File: config.mk
export PLATFORM = sky130hd
export DESIGN_NAME = fpu8_op_controller_flat
export DESIGN_NICKNAME = d
export VERILOG_FILES = /design/src/rtl/fpu8_op_if.sv /design/src/rtl/fpu8_op_controller.sv /design/src/flat_wrapper.sv
export SDC_FILE = /design/constraint.sdc
export NUM_CORES = 1
export LEC_CHECK = 0
export CORE_MARGIN = 1
export CORE_UTILIZATION = 40
export DETAILED_ROUTE_END_ITERATION = 8
export GPL_TIMING_DRIVEN = 0
export PLACE_DENSITY = 0.79
export SYNTH_ARGS = -nofsm -noshare
export SYNTH_HDL_FRONTEND = slang
export SYNTH_SLANG_ARGS = --single-unit
File: constraint.sdc
create_clock -name clk -period 1.9 [get_ports clk]
set_input_delay 0.285 -clock clk [delete_from_list [all_inputs] [get_ports clk]]
set_output_delay 0.285 -clock clk [all_outputs]
set_load 0.02 [all_outputs]
File: src/rtl/fpu8_op_if.sv
// Bundle between the FPU op sequencer and its requester, exception screen and datapath.
// slave = sequencer view, master = surrounding logic view.
interface fpu8_op_if;
  logic        req_valid;
  logic        req_ready;
  logic [1:0]  req_op;
  logic [7:0]  req_a;
  logic [7:0]  req_b;
  logic [1:0]  chk_op;
  logic [7:0]  chk_a;
  logic [7:0]  chk_b;
  logic        exc_caught;
  logic [2:0]  exc_code;
  logic        dp_start;
  logic [1:0]  dp_op;
  logic [7:0]  dp_a;
  logic [7:0]  dp_b;
  logic        dp_done;
  logic [7:0]  dp_result;
  logic        rsp_valid;
  logic        rsp_ready;
  logic [7:0]  rsp_result;
  logic        rsp_exc;
  logic [2:0]  rsp_exc_code;
  logic        sticky_clr;
  logic [7:0]  sticky_exc;
  logic [15:0] op_count;

  modport slave (
    input  req_valid, req_op, req_a, req_b, exc_caught, exc_code,
           dp_done, dp_result, rsp_ready, sticky_clr,
    output req_ready, chk_op, chk_a, chk_b, dp_start, dp_op, dp_a, dp_b,
           rsp_valid, rsp_result, rsp_exc, rsp_exc_code, sticky_exc, op_count
  );

  modport master (
    output req_valid, req_op, req_a, req_b, exc_caught, exc_code,
           dp_done, dp_result, rsp_ready, sticky_clr,
    input  req_ready, chk_op, chk_a, chk_b, dp_start, dp_op, dp_a, dp_b,
           rsp_valid, rsp_result, rsp_exc, rsp_exc_code, sticky_exc, op_count
  );
endinterface

File: src/rtl/fpu8_op_controller.sv
// Single-issue sequencer for the 8-bit FPU: screens operands, issues to the datapath,
// returns result or exception, keeps sticky exception flags and a completion count.
//
// state | meaning
// IDLE  | ready for a request, operands latched on req_valid
// CHECK | exception module evaluates chk_*, exceptional ops short-circuit to RESP
// ISSUE | dp_start pulse, watchdog loaded
// WAIT  | waiting for dp_done or watchdog expiry
// RESP  | first cycle loads rsp_valid, then held until rsp_ready
module fpu8_op_controller #(
  parameter int unsigned TIMEOUT      = 64,
  parameter logic [7:0]  NAN_RESULT   = 8'h7F,
  parameter logic [2:0]  TIMEOUT_CODE = 3'b111
) (
  input logic      clk,
  input logic      rst_n,
  fpu8_op_if.slave bus
);
  localparam logic [2:0] S_IDLE  = 3'd0;
  localparam logic [2:0] S_CHECK = 3'd1;
  localparam logic [2:0] S_ISSUE = 3'd2;
  localparam logic [2:0] S_WAIT  = 3'd3;
  localparam logic [2:0] S_RESP  = 3'd4;
  localparam logic [7:0] TMR_LOAD = 8'(TIMEOUT - 1);

  logic [2:0]  state;
  logic [7:0]  tmr;
  logic [1:0]  op_q;
  logic [7:0]  a_q;
  logic [7:0]  b_q;
  logic        valid_q;
  logic [7:0]  result_q;
  logic        exc_q;
  logic [2:0]  code_q;
  logic [7:0]  sticky_q;
  logic [15:0] cnt_ops;
  logic        hs;
  logic [7:0]  sticky_set;

  assign hs         = (state == S_RESP) && valid_q && bus.rsp_ready;
  assign sticky_set = (hs && exc_q) ? (8'd1 << code_q) : 8'd0;

  always_ff @(posedge clk) begin
    if (!rst_n) begin
      state    <= S_IDLE;
      tmr      <= 8'd0;
      op_q     <= 2'd0;
      a_q      <= 8'd0;
      b_q      <= 8'd0;
      valid_q  <= 1'b0;
      result_q <= 8'd0;
      exc_q    <= 1'b0;
      code_q   <= 3'd0;
      sticky_q <= 8'd0;
      cnt_ops  <= 16'd0;
    end else begin
      // a flag set on the same edge as a clear survives the clear
      sticky_q <= (bus.sticky_clr ? 8'd0 : sticky_q) | sticky_set;
      case (state)
        S_IDLE: begin
          if (bus.req_valid) begin
            op_q  <= bus.req_op;
            a_q   <= bus.req_a;
            b_q   <= bus.req_b;
            state <= S_CHECK;
          end
        end
        S_CHECK: begin
          if (bus.exc_caught) begin
            result_q <= NAN_RESULT;
            exc_q    <= 1'b1;
            code_q   <= bus.exc_code;
            state    <= S_RESP;
          end else begin
            state <= S_ISSUE;
          end
        end
        S_ISSUE: begin
          tmr   <= TMR_LOAD;
          state <= S_WAIT;
        end
        S_WAIT: begin
          if (bus.dp_done) begin
            result_q <= bus.dp_result;
            exc_q    <= 1'b0;
            code_q   <= 3'd0;
            state    <= S_RESP;
          end else if (tmr == 8'd0) begin
            result_q <= NAN_RESULT;
            exc_q    <= 1'b1;
            code_q   <= TIMEOUT_CODE;
            state    <= S_RESP;
          end else begin
            tmr <= tmr - 8'd1;
          end
        end
        S_RESP: begin
          if (!valid_q) begin
            valid_q <= 1'b1;
          end else if (bus.rsp_ready) begin
            valid_q <= 1'b0;
            cnt_ops <= cnt_ops + 16'd1;
            state   <= S_IDLE;
          end
        end
        default: state <= S_IDLE;
      endcase
    end
  end

  assign bus.req_ready    = (state == S_IDLE);
  assign bus.chk_op       = op_q;
  assign bus.chk_a        = a_q;
  assign bus.chk_b        = b_q;
  assign bus.dp_start     = (state == S_ISSUE);
  assign bus.dp_op        = op_q;
  assign bus.dp_a         = a_q;
  assign bus.dp_b         = b_q;
  assign bus.rsp_valid    = valid_q;
  assign bus.rsp_result   = result_q;
  assign bus.rsp_exc      = exc_q;
  assign bus.rsp_exc_code = code_q;
  assign bus.sticky_exc   = sticky_q;
  assign bus.op_count     = cnt_ops;
endmodule

File: src/flat_wrapper.sv
// flat-port wrapper written by rule: the top's interface ports become plain ports
module fpu8_op_controller_flat 
#(
  parameter int unsigned TIMEOUT      = 64,
  parameter logic [7:0]  NAN_RESULT   = 8'h7F,
  parameter logic [2:0]  TIMEOUT_CODE = 3'b111
)
  (clk, rst_n, bus_req_valid, bus_req_op, bus_req_a, bus_req_b, bus_exc_caught, bus_exc_code, bus_dp_done, bus_dp_result, bus_rsp_ready, bus_sticky_clr, bus_req_ready, bus_chk_op, bus_chk_a, bus_chk_b, bus_dp_start, bus_dp_op, bus_dp_a, bus_dp_b, bus_rsp_valid, bus_rsp_result, bus_rsp_exc, bus_rsp_exc_code, bus_sticky_exc, bus_op_count);
  fpu8_op_if bus_i ();
  input logic clk;
  input logic rst_n;
  input wire logic [$bits(bus_i.req_valid)-1:0] bus_req_valid;
  input wire logic [$bits(bus_i.req_op)-1:0] bus_req_op;
  input wire logic [$bits(bus_i.req_a)-1:0] bus_req_a;
  input wire logic [$bits(bus_i.req_b)-1:0] bus_req_b;
  input wire logic [$bits(bus_i.exc_caught)-1:0] bus_exc_caught;
  input wire logic [$bits(bus_i.exc_code)-1:0] bus_exc_code;
  input wire logic [$bits(bus_i.dp_done)-1:0] bus_dp_done;
  input wire logic [$bits(bus_i.dp_result)-1:0] bus_dp_result;
  input wire logic [$bits(bus_i.rsp_ready)-1:0] bus_rsp_ready;
  input wire logic [$bits(bus_i.sticky_clr)-1:0] bus_sticky_clr;
  output wire logic [$bits(bus_i.req_ready)-1:0] bus_req_ready;
  output wire logic [$bits(bus_i.chk_op)-1:0] bus_chk_op;
  output wire logic [$bits(bus_i.chk_a)-1:0] bus_chk_a;
  output wire logic [$bits(bus_i.chk_b)-1:0] bus_chk_b;
  output wire logic [$bits(bus_i.dp_start)-1:0] bus_dp_start;
  output wire logic [$bits(bus_i.dp_op)-1:0] bus_dp_op;
  output wire logic [$bits(bus_i.dp_a)-1:0] bus_dp_a;
  output wire logic [$bits(bus_i.dp_b)-1:0] bus_dp_b;
  output wire logic [$bits(bus_i.rsp_valid)-1:0] bus_rsp_valid;
  output wire logic [$bits(bus_i.rsp_result)-1:0] bus_rsp_result;
  output wire logic [$bits(bus_i.rsp_exc)-1:0] bus_rsp_exc;
  output wire logic [$bits(bus_i.rsp_exc_code)-1:0] bus_rsp_exc_code;
  output wire logic [$bits(bus_i.sticky_exc)-1:0] bus_sticky_exc;
  output wire logic [$bits(bus_i.op_count)-1:0] bus_op_count;
  assign bus_i.req_valid = bus_req_valid;
  assign bus_i.req_op = bus_req_op;
  assign bus_i.req_a = bus_req_a;
  assign bus_i.req_b = bus_req_b;
  assign bus_i.exc_caught = bus_exc_caught;
  assign bus_i.exc_code = bus_exc_code;
  assign bus_i.dp_done = bus_dp_done;
  assign bus_i.dp_result = bus_dp_result;
  assign bus_i.rsp_ready = bus_rsp_ready;
  assign bus_i.sticky_clr = bus_sticky_clr;
  assign bus_req_ready = bus_i.req_ready;
  assign bus_chk_op = bus_i.chk_op;
  assign bus_chk_a = bus_i.chk_a;
  assign bus_chk_b = bus_i.chk_b;
  assign bus_dp_start = bus_i.dp_start;
  assign bus_dp_op = bus_i.dp_op;
  assign bus_dp_a = bus_i.dp_a;
  assign bus_dp_b = bus_i.dp_b;
  assign bus_rsp_valid = bus_i.rsp_valid;
  assign bus_rsp_result = bus_i.rsp_result;
  assign bus_rsp_exc = bus_i.rsp_exc;
  assign bus_rsp_exc_code = bus_i.rsp_exc_code;
  assign bus_sticky_exc = bus_i.sticky_exc;
  assign bus_op_count = bus_i.op_count;
  fpu8_op_controller #(.TIMEOUT(TIMEOUT), .NAN_RESULT(NAN_RESULT), .TIMEOUT_CODE(TIMEOUT_CODE)) u_core (.clk(clk), .rst_n(rst_n), .bus(bus_i));
endmodule
Word-level counts from Yosys, hierarchy flattened:

Index checks and enable logic that the tools add are counted.

* register bits: 66
* bits in latches: 0
* RAM bits: 0
* bits in read-only memories: 0
* memories kept: 0

* $add $sub $neg: 2
* $mul: 0
* div/mod/pow operators: 0
* magnitude comparators: 0
* equality and inequality tests: 11
* shifts and indexed selects: 1
* multiplexer cells: 26
* bitwise operators: 1
* reduce and logical (&&, ||, !) cells: 12

Operator list (count)
* 2-to-1 mux 8 bit: 7
* one-hot mux 8 bit (2 select lines): 2
* 2-to-1 mux 3 bit: 9
* adder 16 x 1 -> 16 bit, second input constant: 1
* one-hot mux 3 bit (5 select lines): 1
* inequality test 2 bit, second input constant: 5
* AND reduction 3 bit: 3
* logical NOT 8 bit: 1
* OR 8 bit: 1
* left shift 1 x 3 -> 8 bit, first input constant: 1
* subtractor 8 x 1 -> 8 bit, second input constant: 1
* equality test 3 x 2 -> 1 bit, second input constant: 2
* one-hot mux 3 bit (2 select lines): 1
* 2-to-1 mux 1 bit: 5
* AND reduction 4 bit: 1
* nonzero test 2 bit: 2
* equality test 3 x 1 -> 1 bit, second input constant: 1
* equality test 3 bit, second input constant: 1
* logical AND 1 bit: 3
* logical NOT 3 bit: 1
* inequality test 3 x 2 -> 1 bit, second input constant: 1
* inequality test 2 x 1 -> 1 bit, second input constant: 1
* one-hot mux 1 bit (2 select lines): 1
* AND reduction 2 bit: 1

Depth between registers and ports, before layout:

* depth in word-level cells: 6
* mapped depth: 6
* mapped depth without buffers: 6

Worst setup path after synthesis:

Ideal clock, no wire load.

* path kind: register -> register
* start: register u_core.state[2]
* end: register u_core.cnt_ops[14] (netlist: u_core.bus.op_count[14])
* setup time: 0.070 ns
* data arrival time: 1.907 ns
* required time: 1.830 ns
* path slack: -0.077 ns
* cell stages (with the launch flop): 7
* period minus slack after synthesis: 1.977 ns
* cell sequence: dfxtp_1 or3b_1 buf_6 or3_1 buf_2 or4_1 a21oi_1

* cells in the longest elaborated chain, start to end: 2

RTL lines
* from (decl): line fpu8_op_controller.sv:26 `logic [2:0] state;`
* from (signal assigned): line fpu8_op_controller.sv:45 `state <= S_IDLE;`
* from (signal assigned): line fpu8_op_controller.sv:65 `state <= S_CHECK;`
* from (signal assigned): line fpu8_op_controller.sv:73 `state <= S_RESP;`
* equality test 3 bit: line fpu8_op_controller.sv:59 `case (state)`
* AND reduction 3 bit (no line)
* to (signal assigned): line fpu8_op_controller.sv:102 `cnt_ops <= cnt_ops + 16'd1;`
* to (decl): line fpu8_op_controller.sv:36 `logic [15:0] cnt_ops;`

No other way between the ends.
A chain may end at the register's enable or synchronous reset.

Worst setup path in the final report:

* start: register u_core.state[2]
* end: register u_core.cnt_ops[8] (netlist: u_core.bus.op_count[8])

The elaborated chain is that of the path after synthesis.

==> impl_metrics.json <==
{
  "status": "complete, no violations",
  "synth-simple-area-share_pct": 24.1,
  "coreArea_um2": 6980,
  "drc": 0,
  "cts_sinks": 66,
  "fin_crit_sh_pct": 99.8,
  "p_int_mw": 2.38,
  "antenna_found_initial": 0,
  "area_growth_pct": 50.5,
  "synth_top_cell_by_area": "dfxtp_1",
  "grt_pass1_wl_um": 12700,
  "cts_root_buffer": "clkbuf_8",
  "ys_seq_elements": 66,
  "synth_top_family_by_area": "simple AND/OR/NAND/NOR gates",
  "io_buffers": 108,
  "fp.dieW_um": 88.0,
  "initial_utilization_pct": 42.4,
  "wl_per_cell_um": 14.1,
  "slew_viol_final": 0,
  "postCtsHoldBufs": 0,
  "finalSetupViolCount": 0,
  "worstPathMaxFanout": 6,
  "netSwitchingFraction_pct": 28.3,
  "clk_pin_slew_ps": 70,
  "post_synth_fa_ha_maj_area_fraction_pct": 1.27,
  "synth_edf_count": 0,
  "wirelength_um": 8140,
  "die_y_um": 88.0,
  "detail_route.vias_per_cell": 5.26,
  "required_ps": 2170,
  "cap_violations": 0,
  "crit_type": "flip-flop to flip-flop",
  "drtIter0Drc": 170,
  "finClkSkew_ps": 9.30,
  "nets": 514,
  "synthArstFlopShare_pct": 0,
  "p_sw_mw": 0.939,
  "dp_hpwl_um": 5890,
  "cts_buffer_depth": 2,
  "netlist_instances": 354,
  "ant_nets": 0,
  "num_antenna_cells": 0,
  "globalplace.congestion": 0.826,
  "clk-insertion-delay-late_ps": 340,
  "syn_nets": 393,
  "track_usage_pct": 21.2,
  "crit_path_start_kind": "flip-flop",
  "synth_area_um2": 2960,
  "dp_cells": 558,
  "cts_made_buffers": 9,
  "power.total_mw": 3.32,
  "overflow": 0,
  "drive_gt1_share_pct": 15.4,
  "synth-compound-area-share_pct": 18.4,
  "yosysUniqueCellTypes": 49,
  "crit_path_end_kind": "flip-flop",
  "cts_tree": "yes",
  "pin_count": 111,
  "vias": 3031,
  "power.sequential.fraction_pct": 45.3,
  "synthXorXnorAreaFrac_pct": 1.78,
  "clockPowerShare_pct": 33.6,
  "ir_drop_mv": 0.318,
  "rsz0062_at_grt": "true",
  "grt_pass1_vias": 2736,
  "arrival_ps": 2170,
  "fin_crit_ps": 1900,
  "pwr-share-comb_pct": 21.2,
  "hold_class": "primary input to flip-flop",
  "yosysSeqAreaShare_pct": 44.6,
  "fmax_mhz": 528,
  "synth_most_common_cell": "dfxtp_1",
  "finalHoldViolCount": 0,
  "rows": 30,
  "fillerInstances": 610,
  "max-slew-margin-rel_pct": 59.4,
  "synth.avg_cell_area_um2": 8.36,
  "synth_commonest_cells": "dfxtp_1, nand2_1, a21oi_1",
  "synth_top_area_share_pct": 44.6,
  "power_leakage_nw": 1.60,
  "dr.pass1.iters": 4,
  "synth_area_leaders": "dfxtp_1, nand2_1, a21oi_1",
  "die_area_um2": 7750,
  "finalNonFillerCells": 576,
  "yosys_warnings": 0,
  "fin_util_pct": 63.8,
  "power.density_nw_per_um2": 746,
  "htree_levels": 3,
  "grt_max_degree": 12,
  "synth_flop_cell": "dfxtp_1",
  "muxShareOfSynthArea_pct": 1.01,
  "worst_slew_pin_slew_ps": 603
}
-- power by group through the flow --
stage | clock network (mW) | registers [mW] | logic, mW
floorplan | 0 | 1.58 | 0.328
global placement | 0 | 1.53 | 0.665
detailed placement | 0 | 1.53 | 0.680
CTS | 1.14 | 1.50 | 0.685
global route | 1.21 | 1.51 | 0.761
finish | 1.12 | 1.50 | 0.703
-- worst paths after layout --
| kind | endpoint | cells past startpoint | slack, ps | start |
|---|---|---|---|---|
| min | u_core.bus.rsp_result[7] | 3 | 360 | bus_dp_done |
| max | u_core.bus.op_count[8] | 6 | 4 | u_core.state[2] |
| max reg2reg | u_core.bus.op_count[8] | 6 | 4 | u_core.state[2] |
| min reg2reg | u_core.bus.sticky_exc[6] | 2 | 460 | u_core.bus.sticky_exc[6] |
-- cell type report --
| class | instances | area [um2] | area share [%] |
|---|---|---|---|
| flip-flops and latches | 66 | 1330 | 29.7 |
| well taps | 96 | 120 | 2.70 |
| plain buffers | 35 | 210 | 4.72 |
| inverters | 11 | 41.3 | 0.927 |
| repair buffers | 113 | 1120 | 25.0 |
| clock buffers | 10 | 128 | 2.86 |
| clock inverters | 6 | 57.6 | 1.29 |
| multi-input cells | 239 | 1460 | 32.7 |
-- layer usage --
layer	GRT usage (%)	part of all wire, %
met1	25.0	42
met2	36.4	48
met3	4.71	8.1
met4	10.3	1.6
met5	0	0
-- cell usage in the layout (no fill, tap or decap), drive strengths merged, types with 3 or more instances in the layout --
| cell type | netlist | routed |
|---|---|---|
| clkdlybuf4s50 | 0 | 106 |
| dfxtp | 66 | 66 |
| nand2 | 56 | 56 |
| a21oi | 40 | 40 |
| clkbuf | 18 | 26 |
| buf | 20 | 25 |
| nor2 | 24 | 24 |
| o21ai | 11 | 11 |
| inv | 10 | 10 |
| nand4 | 8 | 8 |
| nand3 | 8 | 8 |
| or3 | 8 | 8 |
| o221a | 7 | 7 |
| nor4 | 7 | 7 |
| xnor2 | 5 | 5 |
| nor3 | 5 | 5 |
| clkinv | 1 | 5 |
| or4 | 4 | 4 |
| and3 | 4 | 4 |
| a211oi | 4 | 4 |
| o31ai | 4 | 4 |
| or3b | 4 | 4 |
| mux2i | 3 | 3 |
| a32oi | 3 | 3 |
| ha | 3 | 3 |
| nor3b | 3 | 3 |
-- registers in the layout, indices dropped and copies added (netlist names) --
register	count
u_core.bus.op_count	16
u_core.bus.chk_b	8
u_core.state	3
u_core.bus.rsp_exc	1
u_core.bus.rsp_exc_code	3
u_core.bus.rsp_result	8
u_core.bus.rsp_valid	1
u_core.tmr	8
u_core.bus.chk_op	2
u_core.bus.sticky_exc	8
u_core.bus.chk_a	8
-- metrics by stage --
stage / TNS [ps] / instance area [um2] / setup slack [ps] / hold WS, ps
2_1_floorplan: -134 / 2970 / -66.8 / 421
3_3_place_gp: -3360 / 4170 / -250 / 443
3_5_place_dp: -3980 / 4170 / -253 / 449
4_1_cts: -237 / 4390 / -67.8 / 344
5_1_grt: -162 / 4460 / -55.8 / 377
6_report: 0 / 4460 / 4.31 / 356
-- kinds of logic (layout without fill, tap and decap cells) --
logic type               Yosys count  after routing
multiplexers                       3              3
AO/OA/AOI/OAI                     84             84
AND/OR/NAND/NOR                  143            143
flip-flops                        66             66
buffers and inverters             49            175
XOR/XNOR                           6              6
adder cells (fa/ha/maj)            3              3
-- critical path, stage by stage (launching register included) --
cell     delay [ps]
dfxtp_2         350
or3b_4          400
or3_4           390
buf_6           130
buf_6           120
or3_4           320
a21oi_2         130
-- what timing repair did --
action	in CTS	in global routing
setup buffers	2	3
pin swaps	11	1
cloned	0	0
resized for setup	15	21
setup endpoints to repair	19	37
No activity file was read; power rests on OpenSTA's default activity.
